**src/rtl/micro_run_ctrl.sv**
```systemverilog
// Run/step/halt sequencer for the micro core: conditions the board inputs and issues one-cycle
// core clock enables for free-run, single-step, breakpoint stop and HLT latching.
module micro_run_ctrl #(
  parameter int unsigned TICK_MAX        = 2500000,
  parameter int unsigned DEBOUNCE_CYCLES = 16
) (
  input  logic        clk,
  input  logic        reset,
  input  logic        run_sw,
  input  logic        step_key,
  input  logic        bp_en,
  input  logic [7:0]  bp_addr,
  input  logic [7:0]  pc,
  input  logic [1:0]  core_state,
  input  logic [3:0]  opcode,
  output logic        core_en,
  output logic [1:0]  mode,
  output logic        halted,
  output logic        bp_hit,
  output logic [15:0] instr_count
);

  localparam int unsigned TickW = (TICK_MAX > 0) ? $clog2(TICK_MAX + 1) : 1;
  localparam int unsigned DbW   = $clog2(DEBOUNCE_CYCLES + 1);
  localparam logic [DbW-1:0]   DbLast  = DbW'(DEBOUNCE_CYCLES - 1);
  localparam logic [TickW-1:0] TickEnd = TickW'(TICK_MAX);

  typedef enum logic [1:0] {
    StStop = 2'b00,
    StRun  = 2'b01,
    StStep = 2'b10,
    StHalt = 2'b11
  } mode_e;

  mode_e            mode_q, mode_d;
  logic [1:0]       step_sync_q, run_sync_q;
  logic             step_db_q, step_db_d, run_db_q, run_db_d;
  logic [DbW-1:0]   step_cnt_q, step_cnt_d, run_cnt_q, run_cnt_d;
  logic [TickW-1:0] tick_cnt_q, tick_cnt_d;
  logic             bp_hit_q, bp_hit_d, bp_skip_q, bp_skip_d;
  logic [15:0]      instr_count_q, instr_count_d;

  logic step_diff, run_diff, step_flip, run_flip;
  logic step_press, run_rise, run_fall;
  logic tick, bp_match, core_is_if, core_is_rwb, retire, hlt_retire;

  // A debounced level flips on the last of DEBOUNCE_CYCLES differing samples; that cycle is the
  // event strobe.
  assign step_diff  = step_sync_q[1] != step_db_q;
  assign run_diff   = run_sync_q[1] != run_db_q;
  assign step_flip  = step_diff && (step_cnt_q == DbLast);
  assign run_flip   = run_diff && (run_cnt_q == DbLast);
  assign step_press = step_flip & step_db_q;
  assign run_rise   = run_flip & ~run_db_q;
  assign run_fall   = run_flip & run_db_q;

  always_comb begin
    step_cnt_d = '0;
    run_cnt_d  = '0;
    if (step_diff && !step_flip) step_cnt_d = step_cnt_q + DbW'(1);
    if (run_diff && !run_flip)   run_cnt_d  = run_cnt_q + DbW'(1);
    step_db_d = step_flip ? step_sync_q[1] : step_db_q;
    run_db_d  = run_flip ? run_sync_q[1] : run_db_q;
  end

  assign tick       = tick_cnt_q == TickEnd;
  assign tick_cnt_d = tick ? '0 : tick_cnt_q + TickW'(1);

  assign core_is_if  = core_state == 2'b00;
  assign core_is_rwb = core_state == 2'b11;
  assign bp_match    = bp_en & (pc == bp_addr) & core_is_if & ~bp_skip_q;

  always_comb begin
    case (mode_q)
      StRun:   core_en = tick & ~bp_match;
      StStep:  core_en = 1'b1;
      default: core_en = 1'b0;
    endcase
  end

  assign retire     = core_en & core_is_rwb;
  assign hlt_retire = retire & (opcode == 4'hF);

  always_comb begin
    mode_d        = mode_q;
    bp_hit_d      = bp_hit_q;
    bp_skip_d     = bp_skip_q;
    instr_count_d = instr_count_q;
    if (retire) instr_count_d = instr_count_q + 16'd1;
    // The skip lets a resumed run/step leave the breakpoint PC without re-triggering on it.
    if (core_en && core_is_if) bp_skip_d = 1'b0;
    if (hlt_retire) begin
      mode_d = StHalt;
    end else begin
      case (mode_q)
        StRun: begin
          if (tick && bp_match) begin
            mode_d   = StStop;
            bp_hit_d = 1'b1;
          end else if (run_fall) begin
            mode_d = StStop;
          end
        end
        StStep: begin
          if (retire) mode_d = StStop;
        end
        StStop: begin
          if (run_rise) begin
            mode_d    = StRun;
            bp_hit_d  = 1'b0;
            bp_skip_d = 1'b1;
          end else if (step_press && !run_db_q) begin
            mode_d    = StStep;
            bp_hit_d  = 1'b0;
            bp_skip_d = 1'b1;
          end
        end
        default: ;
      endcase
    end
  end

  always_ff @(posedge clk or negedge reset) begin
    if (!reset) begin
      step_sync_q   <= 2'b11;
      run_sync_q    <= 2'b00;
      step_db_q     <= 1'b1;
      run_db_q      <= 1'b0;
      step_cnt_q    <= '0;
      run_cnt_q     <= '0;
      tick_cnt_q    <= '0;
      mode_q        <= StStop;
      bp_hit_q      <= 1'b0;
      bp_skip_q     <= 1'b0;
      instr_count_q <= '0;
    end else begin
      step_sync_q   <= {step_sync_q[0], step_key};
      run_sync_q    <= {run_sync_q[0], run_sw};
      step_db_q     <= step_db_d;
      run_db_q      <= run_db_d;
      step_cnt_q    <= step_cnt_d;
      run_cnt_q     <= run_cnt_d;
      tick_cnt_q    <= tick_cnt_d;
      mode_q        <= mode_d;
      bp_hit_q      <= bp_hit_d;
      bp_skip_q     <= bp_skip_d;
      instr_count_q <= instr_count_d;
    end
  end

  assign mode        = mode_q;
  assign halted      = mode_q == StHalt;
  assign bp_hit      = bp_hit_q;
  assign instr_count = instr_count_q;

endmodule
```
**config.mk**
```make
export PLATFORM = sky130hd
export DESIGN_NAME = micro_run_ctrl
export DESIGN_NICKNAME = d
export VERILOG_FILES = /design/src/rtl/micro_run_ctrl.sv
export SDC_FILE = /design/constraint.sdc
export NUM_CORES = 1
export LEC_CHECK = 0
export BUFFER_PORTS_ARGS = -buffer_cell sky130_fd_sc_hd__clkbuf_2
export CORE_MARGIN = 2
export CORE_UTILIZATION = 30
export DETAILED_ROUTE_END_ITERATION = 10
export SETUP_SLACK_MARGIN = 0.15
export SLEW_MARGIN = 20
export SYNTH_ARGS = -nofsm -noshare
export SYNTH_HDL_FRONTEND = slang
export SYNTH_SLANG_ARGS = --single-unit
```
**constraint.sdc**
```tcl
create_clock -name clk -period 2.2 [get_ports clk]
set_clock_uncertainty 0.15 [all_clocks]
set_input_delay 0.22 -clock clk [delete_from_list [all_inputs] [get_ports clk]]
set_output_delay 0.22 -clock clk [all_outputs]
set_load 0.05 [all_outputs]
```
==> metrics.md, run 1 <==
| Metric | Value |
|---|---|
| Run status | complete, but fails checks |
| Failing checks | negative setup slack |
| IO Pins | 48 |
| Highest-delay cell along the critical path | dfrtp_1 |
| Synth Instances | 272 |
| Measured slew at the worst slew-check pin | 0.771 ns |
| Post-layout util | 0.422 |
| Residual DRC | 0 |
| Most frequent cells in the layout | 53 x dfrtp_1, 46 x clkbuf_2, 37 x xnor2_1, 37 x buf_4, 28 x nor2_1 |
| Setup ws final | -0.150 ns |
| Largest net degree at the start of global routing | 31 |
| Slew headroom | 0.486 |
| Slew Limit Fails | 0 |
| Critical Path AT | 1.98 ns |
| Worst hold path class | input port to flop |
| Total global-route track usage | 0.126 |
| Sequential fraction of the synthesis area | 0.494 |
| Top cell type's share of synthesized area | 0.467 |
| # fillers | 950 |
| Core area | 9640 um2 |
| Element type at the critical path start | flop |
| Crit path largest cell delay | 0.38 ns |
| Mapped Avg Cell Area | 10.8 um2 |
| Initial antenna violation count | 0 |
| Overflow after GRT | 0 |
| Synth Flop Type | dfrtp_1 |
| Via-per-instance ratio | 4.54 |
| Max cap viols | 0 |
| CTS tree | done |
| CTS Root Cell | clkbuf_8 |
| Layout area overhead | 38.0% |
| Synth area leaders | dfrtp_1 47%, xnor2_1 11%, ha_1 4.7% |
| Post-DRT Antenna Nets | 0 |
| Die width | 103 um |
| Critical Setup Path Class | flop to output port |
| Layout cell share with drive strength beyond 1 | 0.381 |
| Critical path required time | 1.83 ns |
| Routed length per instance | 12.3 um |
| Synth Register Bits | 58 |
| Pleak | 1.90 nW |
| Die height | 103 um |
| CTS Buf Count | 9 |
| Net Count, Synth | 310 |
| H-tree Lvls | 3 |
| Tcrit/Tclk final | 1.07 |
| Vias in the first global route | 2,213 |
| First-pass GRT wire length | 10.2 mm |
| Final min period | 2.35 ns |
| DR iter-0 viols | 90 |
| Ys async rst share | 1.00 |
| Starting Density | 0.306 |
| Clock Path Buffers | 2 |
| Pwr Density | 741 nW/um2 |
| Number of port buffers | 47 |
| Cells along the critical path | inv_1 > ha_1 > and3b_1 > nand4_2 > nor4_4 > a31o_4 > and2_4 > clkbuf_16 |
| Highest Clock Rate | 0.425 GHz |
| Drt total wl | 6.24 mm |
| Biggest area consumer among synthesized cells | dfrtp_1 |
| Worst-skew pair later-pin latency | 0.34 ns |
| Die area | 10,600 um2 |
| Most common cell after layout, fill and taps aside | dfrtp_1 |
| FP Rows | 36 |
| CP Max Fanout | 2 |
| Cells after DPL | 473 |
| Unrepaired setup endpoints after global routing | yes |
| CTS sink cnt | 58 |
| GPL Wtd Cong | 0.779 |
| Final Power | 3.01 mW |
| Post-synth EDFFs | 0 |
| Maximum VDD drop | 623 uV |
| Finished Layout Cells | 506 |
| Nets | 406 |
| DR pass1 iterations | 4 |
| Distinct cells, synth | 46 |
| Warnings, synthesis | 0 |
| Dpl hpwl | 4.44 mm |
| Final Hold Viols | 0 |
| Worst-path clk slew | 0.08 ns |
| CP endpoint kind | output port |
| Syn Std Cell Area | 2950 um2 |
| Final setup vio count | 7 |
| Vias | 2,295 |
| Diode count | 0 |
## path summary, 6_finish.rpt
kind,from,endpoint,slack (ns),cells after the start
min reg2reg,run_sync_q[0],run_sync_q[1],0.20,0
max reg2reg,tick_cnt_q[1],instr_count[2],-0.03,10
min,core_state[1],bp_skip_q,0.15,3
max in group asynchronous,reset,tick_cnt_q[18],0.93,3
min in group asynchronous,reset,instr_count[15],0.34,2
max,tick_cnt_q[1],core_en,-0.15,8
## registers in the layout (all words and copies together) (netlist names)
| register | count |
|---|---|
| bp_skip_q | 1 |
| run_cnt_q | 5 |
| run_sync_q | 2 |
| step_cnt_q | 5 |
| mode | 2 |
| bp_hit | 1 |
| run_db_q | 1 |
| instr_count | 16 |
| step_sync_q | 2 |
| tick_cnt_q | 22 |
| step_db_q | 1 |
## synth_stat cells, types with 4 or more instances
library cell  instances
nor3_1                4
xor2_1               11
nand4_1              14
nor4_1                4
ha_1                 11
inv_1                12
nor2_1               28
nand2_1              19
and4_1                6
xnor2_1              38
and3_1                8
dfrtp_1              55
nand3_1              16
## critical path: cells and delay by family, from the launching register on
family          cells  cell delay, ns
flops               1            0.38
buf+inv             2            0.21
simple gates        4            0.67
fa+ha+maj           1            0.16
compound gates      1            0.21
## logic make-up after synthesis
kind of cell | synth area share
muxes | 0.0123
AOI/OAI and AO/OA | 0.0412
xor gates and xnor gates | 0.146
adders and majority gates | 0.0467
and+or+nand+nor | 0.232
DFF | 0.494
buffers and inverters | 0.0280
## layer usage
metal / part of all wire / track usage
met2: 0.49 / 0.198
met1: 0.46 / 0.165
met3: 0.044 / 0.0420
met5: 0 / 0
met4: 0.010 / 0.0425
## report_power, final
group	switching, mW	internal (mW)
sequential	0.0565	1.13
combinational	0.421	0.418
clock	0.462	0.529
## stage by stage
| stage | cell area (um2) | TNS [ns] | setup slack, ns | hold WS [ns] |
|---|---|---|---|---|
| floorplan | 2990 | 0 | 0.0710 | -0.226 |
| global placement | 3560 | 0 | 0.0679 | 0.164 |
| detailed placement | 3560 | 0 | 0.0354 | 0.166 |
| CTS | 3930 | -0.506 | -0.200 | 0.114 |
| global route | 4070 | -1.88 | -0.293 | 0.155 |
| finish | 4070 | -0.247 | -0.150 | 0.145 |
## area by class of cell
class,instances,area [um2],area share
clock inverter,7,78.8,0.0194
multi-input combinational,197,1570,0.385
inverter,12,45.0,0.0111
sequential,58,1460,0.358
tap,133,166,0.0409
timing repair buffer,90,631,0.155
clock buffer,9,124,0.0305
## repair_timing
item | CTS | global route
cloned | 1 | 0
pin swaps | 5 | 8
setup buffers | 6 | 7
hold buffers | 3 | 0
resized for setup | 13 | 15
hold endpoints to repair | 27 | 0
endpoints found under the setup margin | 19 | 21
(Power assumes the default switching activity.)
==> run 2, diff against run 1 <==
--- a/config.mk
+++ b/config.mk
@@ -14,3 +14,4 @@
 export SYNTH_ARGS = -nofsm -noshare
 export SYNTH_HDL_FRONTEND = slang
 export SYNTH_SLANG_ARGS = --single-unit
+export TNS_END_PERCENT = 20
==> metrics.md, run 2 (synthesis gave the netlist of run 1 again) <==
| Metric | Value |
|---|---|
| Tcrit/Tclk final | 1.10 (+0.0275) |
| WHS Path Cells | 3 (unchanged) |
| Worst setup path start | tick_cnt_q[1] |
| Most frequent cells in the layout | 53 x dfrtp_1, 46 x clkbuf_2, 38 x xnor2_1, 28 x nor2_1, 26 x buf_4 |
| Pleak | 1.84 nW (-3.4%) |
| Placement Cell Area | 3550 um2 (-0.39%) |
| Setup ws final | -0.211 ns (-0.0606 ns) |
| R2R Setup Slk | -0.13 ns (-0.10 ns) |
| Post-DRT Antenna Nets | 0 (unchanged) |
| R2r startpoint | tick_cnt_q[1] |
| Worst-skew pair later-pin latency | 0.34 ns (about the same) |
| Layout cell share with drive strength beyond 1 | 0.348 (-0.0326) |
| Measured slew at the worst slew-check pin | 0.413 ns (-0.358 ns) |
| CP endpoint kind | output port |
| Final setup vio count | 18 (+11) |
| Core area | 9640 um2 (unchanged) |
| CTS Root Cell | clkbuf_8 |
| Slew Limit Fails | 0 (unchanged) |
| First-pass GRT wire length | 9.94 mm (-2.9%) |
| Worst hold path class | input port to flop |
| Overflow after GRT | 0 (unchanged) |
| Clock Path Buffers | 2 (unchanged) |
| Max cap viols | 0 (unchanged) |
| Die width | 103 um (unchanged) |
| Nets | 396 (-2.5%) |
| Final min period | 2.41 ns (+0.0606 ns) |
| Failing checks | negative setup slack |
| Final hold slack | 0.121 ns (-0.0242 ns) |
| Pwr Density | 760 nW/um2 (+2.5%) |
| Layout area overhead | 33.8% |
| CTS tree | done |
| Diode count | 0 (unchanged) |
| Residual DRC | 0 (unchanged) |
| Highest Clock Rate | 0.415 GHz (-2.5%) |
| Element type at the critical path start | flop |
| DR iter-0 viols | 51 (-43%) |
| Largest register FFs | 22 (unchanged) |
| Critical Path AT | 2.04 ns (+0.06 ns) |
| Worst-path clk slew | 0.07 ns (about the same) |
| Die height | 103 um (unchanged) |
| Unrepaired setup endpoints after global routing | yes |
| IO Pins | 48 (unchanged) |
| Critical Setup Path Class | flop to output port |
| Most common cell after layout, fill and taps aside | dfrtp_1 |
| GPL Wtd Cong | 0.812 (+4.2%) |
| DR pass1 iterations | 6 (+2) |
| Initial antenna violation count | 0 (unchanged) |
| Post-route cell area | 3940 um2 (-3.1%) |
| Largest net degree at the start of global routing | 59 (+90%) |
| Length in cells of the worst reg-to-reg path | 11 (+1) |
| Number of port buffers | 47 (unchanged) |
| H-tree Lvls | 3 (unchanged) |
| Critical path required time | 1.83 ns (about the same) |
| Routed length per instance | 11.9 um (-3.4%) |
| Slew headroom | 0.724 (+0.238) |
| Run status | complete, but fails checks |
| CP Max Fanout | 4 (+2) |
| CTS Buf Count | 9 (unchanged) |
| WHS Endpoint | bp_skip_q |
| Maximum VDD drop | 496 uV (-20%) |
| Drt total wl | 5.90 mm (-5.5%) |
| Hold_sp | core_state[0] |
| Reg with most FFs | tick_cnt_q |
| Final Hold Viols | 0 (unchanged) |
| Total global-route track usage | 0.122 (-0.00454) |
| Worst r2r dst | instr_count[11] |
| FP Rows | 36 (unchanged) |
| Die area | 10,600 um2 (unchanged) |
| CTS sink cnt | 58 (unchanged) |
| Vias | 2,270 (-1.1%) |
| Starting Density | 0.306 (unchanged) |
| Final Power | 2.99 mW (-0.64%) |
| Vias in the first global route | 2,165 (-2.2%) |
| Via-per-instance ratio | 4.59 (+1.1%) |
| Dpl hpwl | 4.28 mm (-3.7%) |
[run 2: changes by cell type in the layout (fill, tap and decap cells not counted), moves of 2 or more]
cell and delta:
buf_4 -11, clkbuf_8 +3, clkinvlp_4 -3, clkinv_4 -2, ha_2 +2, ha_4 -2
nor4_2 +2
[run 2: worst max path at each step]
stage / end / slack (ns) / cells past startpoint
detailed placement: bp_hit / -0.01 / 6
global route: core_en / -0.35 / 8
floorplan: instr_count[14] / 0.07 / 9
global placement: core_en / 0.02 / 8
CTS: core_en / -0.25 / 6
finish: core_en / -0.21 / 8
[run 2: area by class of cell]
type	count	area [um2]
Clock inverter	2	35.0
Fill cell	961	5700
Multi-Input combinational cell	197	1510
Tap cell	133	166
Timing Repair Buffer	80	559
Clock buffer	13	169
Inverter	12	45.0
Sequential cell	58	1460
[run 2: what timing repair did]
item / in CTS / in global routing
setup buffers: 3 / 1
cloned: 1 / 0
hold buffers: 3 / 0
endpoints found under the hold margin: 57 / 0
resized for setup: 14 / 7
endpoints found under the setup margin: 20 / 22
pin swaps: 9 / 8
[run 2: power breakdown]
group          leakage [nW]  internal (mW)  switching, mW  total [mW]
registers             0.766           1.13         0.0618        1.19
logic                 0.968          0.386          0.409       0.795
clock network         0.106          0.608          0.402        1.01
[run 2: critical path, stage by stage (launching register included)]
cell,delay (ns)
dfrtp_1,0.38
inv_1,0.06
ha_1,0.14
and3b_1,0.17
nand4_2,0.14
nor4_4,0.29
a31o_4,0.22
and2_4,0.15
clkbuf_16,0.15
[run 2: routing by layer]
layer	track usage	vias to the layer above	share of wire
met1	0.157	1093	0.45
met5	0	-	0
li1	-	1120	-
met3	0.0292	8	0.038
met4	0.0577	0	0.014
met2	0.193	49	0.50
[run 2: stage by stage]
stage | util | setup slack, ns | cells | setup TNS (ns)
after CTS | 0.405 | -0.252 | 494 | -2.25
after global routing | 0.409 | -0.350 | 495 | -4.01
after floorplan | - | 0.0710 | 272 | 0
after detailed placement | 0.368 | -0.0148 | 472 | -0.0148
after global placement | 0.368 | 0.0238 | 472 | 0
final | 0.409 | -0.211 | 495 | -1.41
==> run 3, diff against run 2 <==
--- a/config.mk
+++ b/config.mk
@@ -6,6 +6,8 @@
 export NUM_CORES = 1
 export LEC_CHECK = 0
 export BUFFER_PORTS_ARGS = -buffer_cell sky130_fd_sc_hd__clkbuf_2
+export CAP_MARGIN = 10
+export CORE_ASPECT_RATIO = 2
 export CORE_MARGIN = 2
 export CORE_UTILIZATION = 30
 export DETAILED_ROUTE_END_ITERATION = 10
==> metrics.md, run 3 (synthesis gave the netlist of run 1 again) <==
| Metric | Value |
|---|---|
| Run status | complete, but fails checks |
| Failing checks | negative setup slack |
| Total negative setup slack | -0.237 ns (+1.17 ns) |
| Overflow after GRT | 0 (unchanged) |
| Sw Pwr | 927 uW (+6.2%) |
| Nets | 396 (unchanged) |
| Pleak | 1.89 nW (+2.4%) |
| Final Hold Viols | 0 (unchanged) |
| Vias | 2,341 (+3.1%) |
| Met3 wire length | 239 um (+5.3%) |
| Starting Density | 0.306 (about the same) |
| Highest Clock Rate | 0.410 GHz (-1.1%) |
| Cells after DPL | 472 (unchanged) |
| Met1 WL | 2.35 mm (-11%) |
| Tcrit/Tclk final | 1.11 (+0.0117) |
| Dpl hpwl | 4.92 mm (+15%) |
| Layout area overhead | 37.3% |
| CP Max Fanout | 4 (unchanged) |
| Int Power | 2.41 mW (+13%) |
| Final hold slack | 0.139 ns (+0.0177 ns) |
| Worst r2r dst | bp_hit |
| Worst setup path start | tick_cnt_q[1] |
| CTS Root Cell | clkbuf_16 |
| GPL Wtd Cong | 0.875 (+7.8%) |
| Most common cell after layout, fill and taps aside | dfrtp_1 |
| Worst setup endpoint | core_en |
| Metal2 WL | 3.84 mm (+30%) |
| Cells along the critical path | inv_1 > ha_1 > and3b_1 > nand4_2 > nor4_4 > buf_4 > a31o_4 > and2_4 > buf_12 |
| Number of port buffers | 47 (unchanged) |
| Slew headroom | 0.633 (-0.0903) |
| Routed length per instance | 13.6 um (+14%) |
| Finished Layout Cells | 494 (-0.20%) |
| Most frequent cells in the layout | 53 x dfrtp_1, 46 x clkbuf_2, 38 x xnor2_1, 28 x buf_4, 27 x nor2_1 |
| CP endpoint kind | output port |
| Sw Ratio | 0.278 (-0.0134) |
| DR pass1 iterations | 4 (-2) |
| Drt total wl | 6.71 mm (+14%) |
| Max cap viols | 0 (unchanged) |
| Via-per-instance ratio | 4.74 (+3.3%) |
| Sequential Power Share | 0.357 (-0.040) |
| Crit path largest cell delay | 0.38 ns (about the same) |
| Worst-skew pair later-pin latency | 0.33 ns (about the same) |
| Clock Path Buffers | 2 (unchanged) |
| Worst hold path class | input port to flop |
| Slew Limit Fails | 0 (unchanged) |
| Final min period | 2.44 ns (+0.0257 ns) |
| Unrepaired setup endpoints after global routing | yes |
| Critical path required time | 1.83 ns (about the same) |
| First-pass GRT wire length | 11.3 mm (+14%) |
| Critical Path AT | 2.07 ns (+0.03 ns) |
| Residual DRC | 0 (unchanged) |
| Largest net degree at the start of global routing | 59 (unchanged) |
| Largest register FFs | 22 (unchanged) |
| Core area | 9640 um2 (about the same) |
| Measured slew at the worst slew-check pin | 0.544 ns (+0.131 ns) |
| Diode count | 0 (unchanged) |
| Clock power share | 0.427 (+0.090) |
| DR iter-0 viols | 88 (+73%) |
| Die height | 144 um (+40%) |
| CTS tree | done |
| R2R Setup Slk | 0.03 ns (+0.16 ns) |
| Reg with most FFs | tick_cnt_q |
| Initial antenna violation count | 0 (unchanged) |
| FP Rows | 51 (+42%) |
| Vias in the first global route | 2,485 (+15%) |
| Length in cells of the worst reg-to-reg path | 9 (-2) |
| Pwr Density | 824 nW/um2 (+8.5%) |
| R2r startpoint | tick_cnt_q[0] |
| Layout cell share with drive strength beyond 1 | 0.354 (+0.00552) |
| Worst-path clk slew | 0.05 ns (-0.02 ns) |
| Highest routed layer | met4 |
| Highest-delay cell along the critical path | dfrtp_1 |
| Element type at the critical path start | flop |
| Logic gate share of total power | 0.216 (-0.050) |
| Critical Setup Path Class | flop to output port |
| Setup ws final | -0.237 ns (-0.0257 ns) |
| H-tree Lvls | 3 (unchanged) |
| Die width | 74.1 um (-28%) |
| Placement Cell Area | 3580 um2 (+0.95%) |
| Maximum VDD drop | 618 uV (+25%) |
| CTS sink cnt | 58 (unchanged) |
| Die area | 10,700 um2 (+0.46%) |
| Post-route cell area | 4050 um2 (+2.7%) |
| IO Pins | 48 (unchanged) |
| CTS Buf Count | 9 (unchanged) |
| Final setup vio count | 1 (-17) |
| Post-DRT Antenna Nets | 0 (unchanged) |
| Total global-route track usage | 0.142 (+0.0202) |
[run 3: cell types whose count changed in the layout (fill, tap and decap cells not counted), sizes merged]
cell / change
buf: +2
bufbuf: -1
clkbuf: -1
[run 3: worst min path at each step]
stage                              from        endpoint  slack, ns  cells past startpoint
after floorplan                   reset          bp_hit      -0.23                      0
after global placement            reset  tick_cnt_q[16]       0.10                      2
after detailed placement          reset  tick_cnt_q[16]       0.10                      2
after CTS                 core_state[1]       bp_skip_q       0.11                      3
after global routing      core_state[1]       bp_skip_q       0.16                      3
final                     core_state[1]       bp_skip_q       0.14                      3
[run 3: stage by stage]
stage | utilization | power [mW] | setup WS [ns]
finish | 0.420 | 3.33 | -0.237
global route | 0.420 | 3.48 | -0.339
CTS | 0.416 | 3.35 | -0.257
detailed placement | 0.372 | 1.90 | 0.0243
global placement | 0.372 | 1.89 | 0.0313
floorplan | - | 1.67 | 0.0710
[run 3: final cells by class]
cell class | count | area (um2)
clock buffer | 13 | 270
clock inverter | 2 | 35.0
fill | 914 | 5590
inverter | 12 | 45.0
multi-input combinational | 197 | 1540
sequential | 58 | 1460
tap | 132 | 165
timing repair buffer | 80 | 531
[run 3: what timing repair did]
action | in CTS | in global routing
endpoints found under the hold margin | 57 | 0
resized for setup | 14 | 6
hold buffers | 3 | 0
endpoints found under the setup margin | 20 | 23
buffers inserted | 3 | 1
pin swaps | 11 | 7
[run 3: per-layer routing]
metal	GRT usage	vias up
met5	0	-
li1	-	1119
met3	0.0397	22
met1	0.133	1137
met2	0.258	63
met4	0.0919	0
[run 3: power groups by stage]
| stage | combinational, mW | sequential, mW | clock [mW] |
|---|---|---|---|
| after floorplan | 0.363 | 1.31 | 0 |
| after global placement | 0.683 | 1.20 | 0 |
| after detailed placement | 0.695 | 1.21 | 0 |
| after CTS | 0.713 | 1.19 | 1.45 |
| after global routing | 0.779 | 1.20 | 1.50 |
| final | 0.721 | 1.19 | 1.42 |
[run 3: critical path: cells and delay by family (launching register included)]
family / cells / cell delay [ns]
compound gates: 1 / 0.19
fa+ha+maj: 1 / 0.15
flops: 1 / 0.38
buf+inv: 3 / 0.36
simple gates: 4 / 0.66
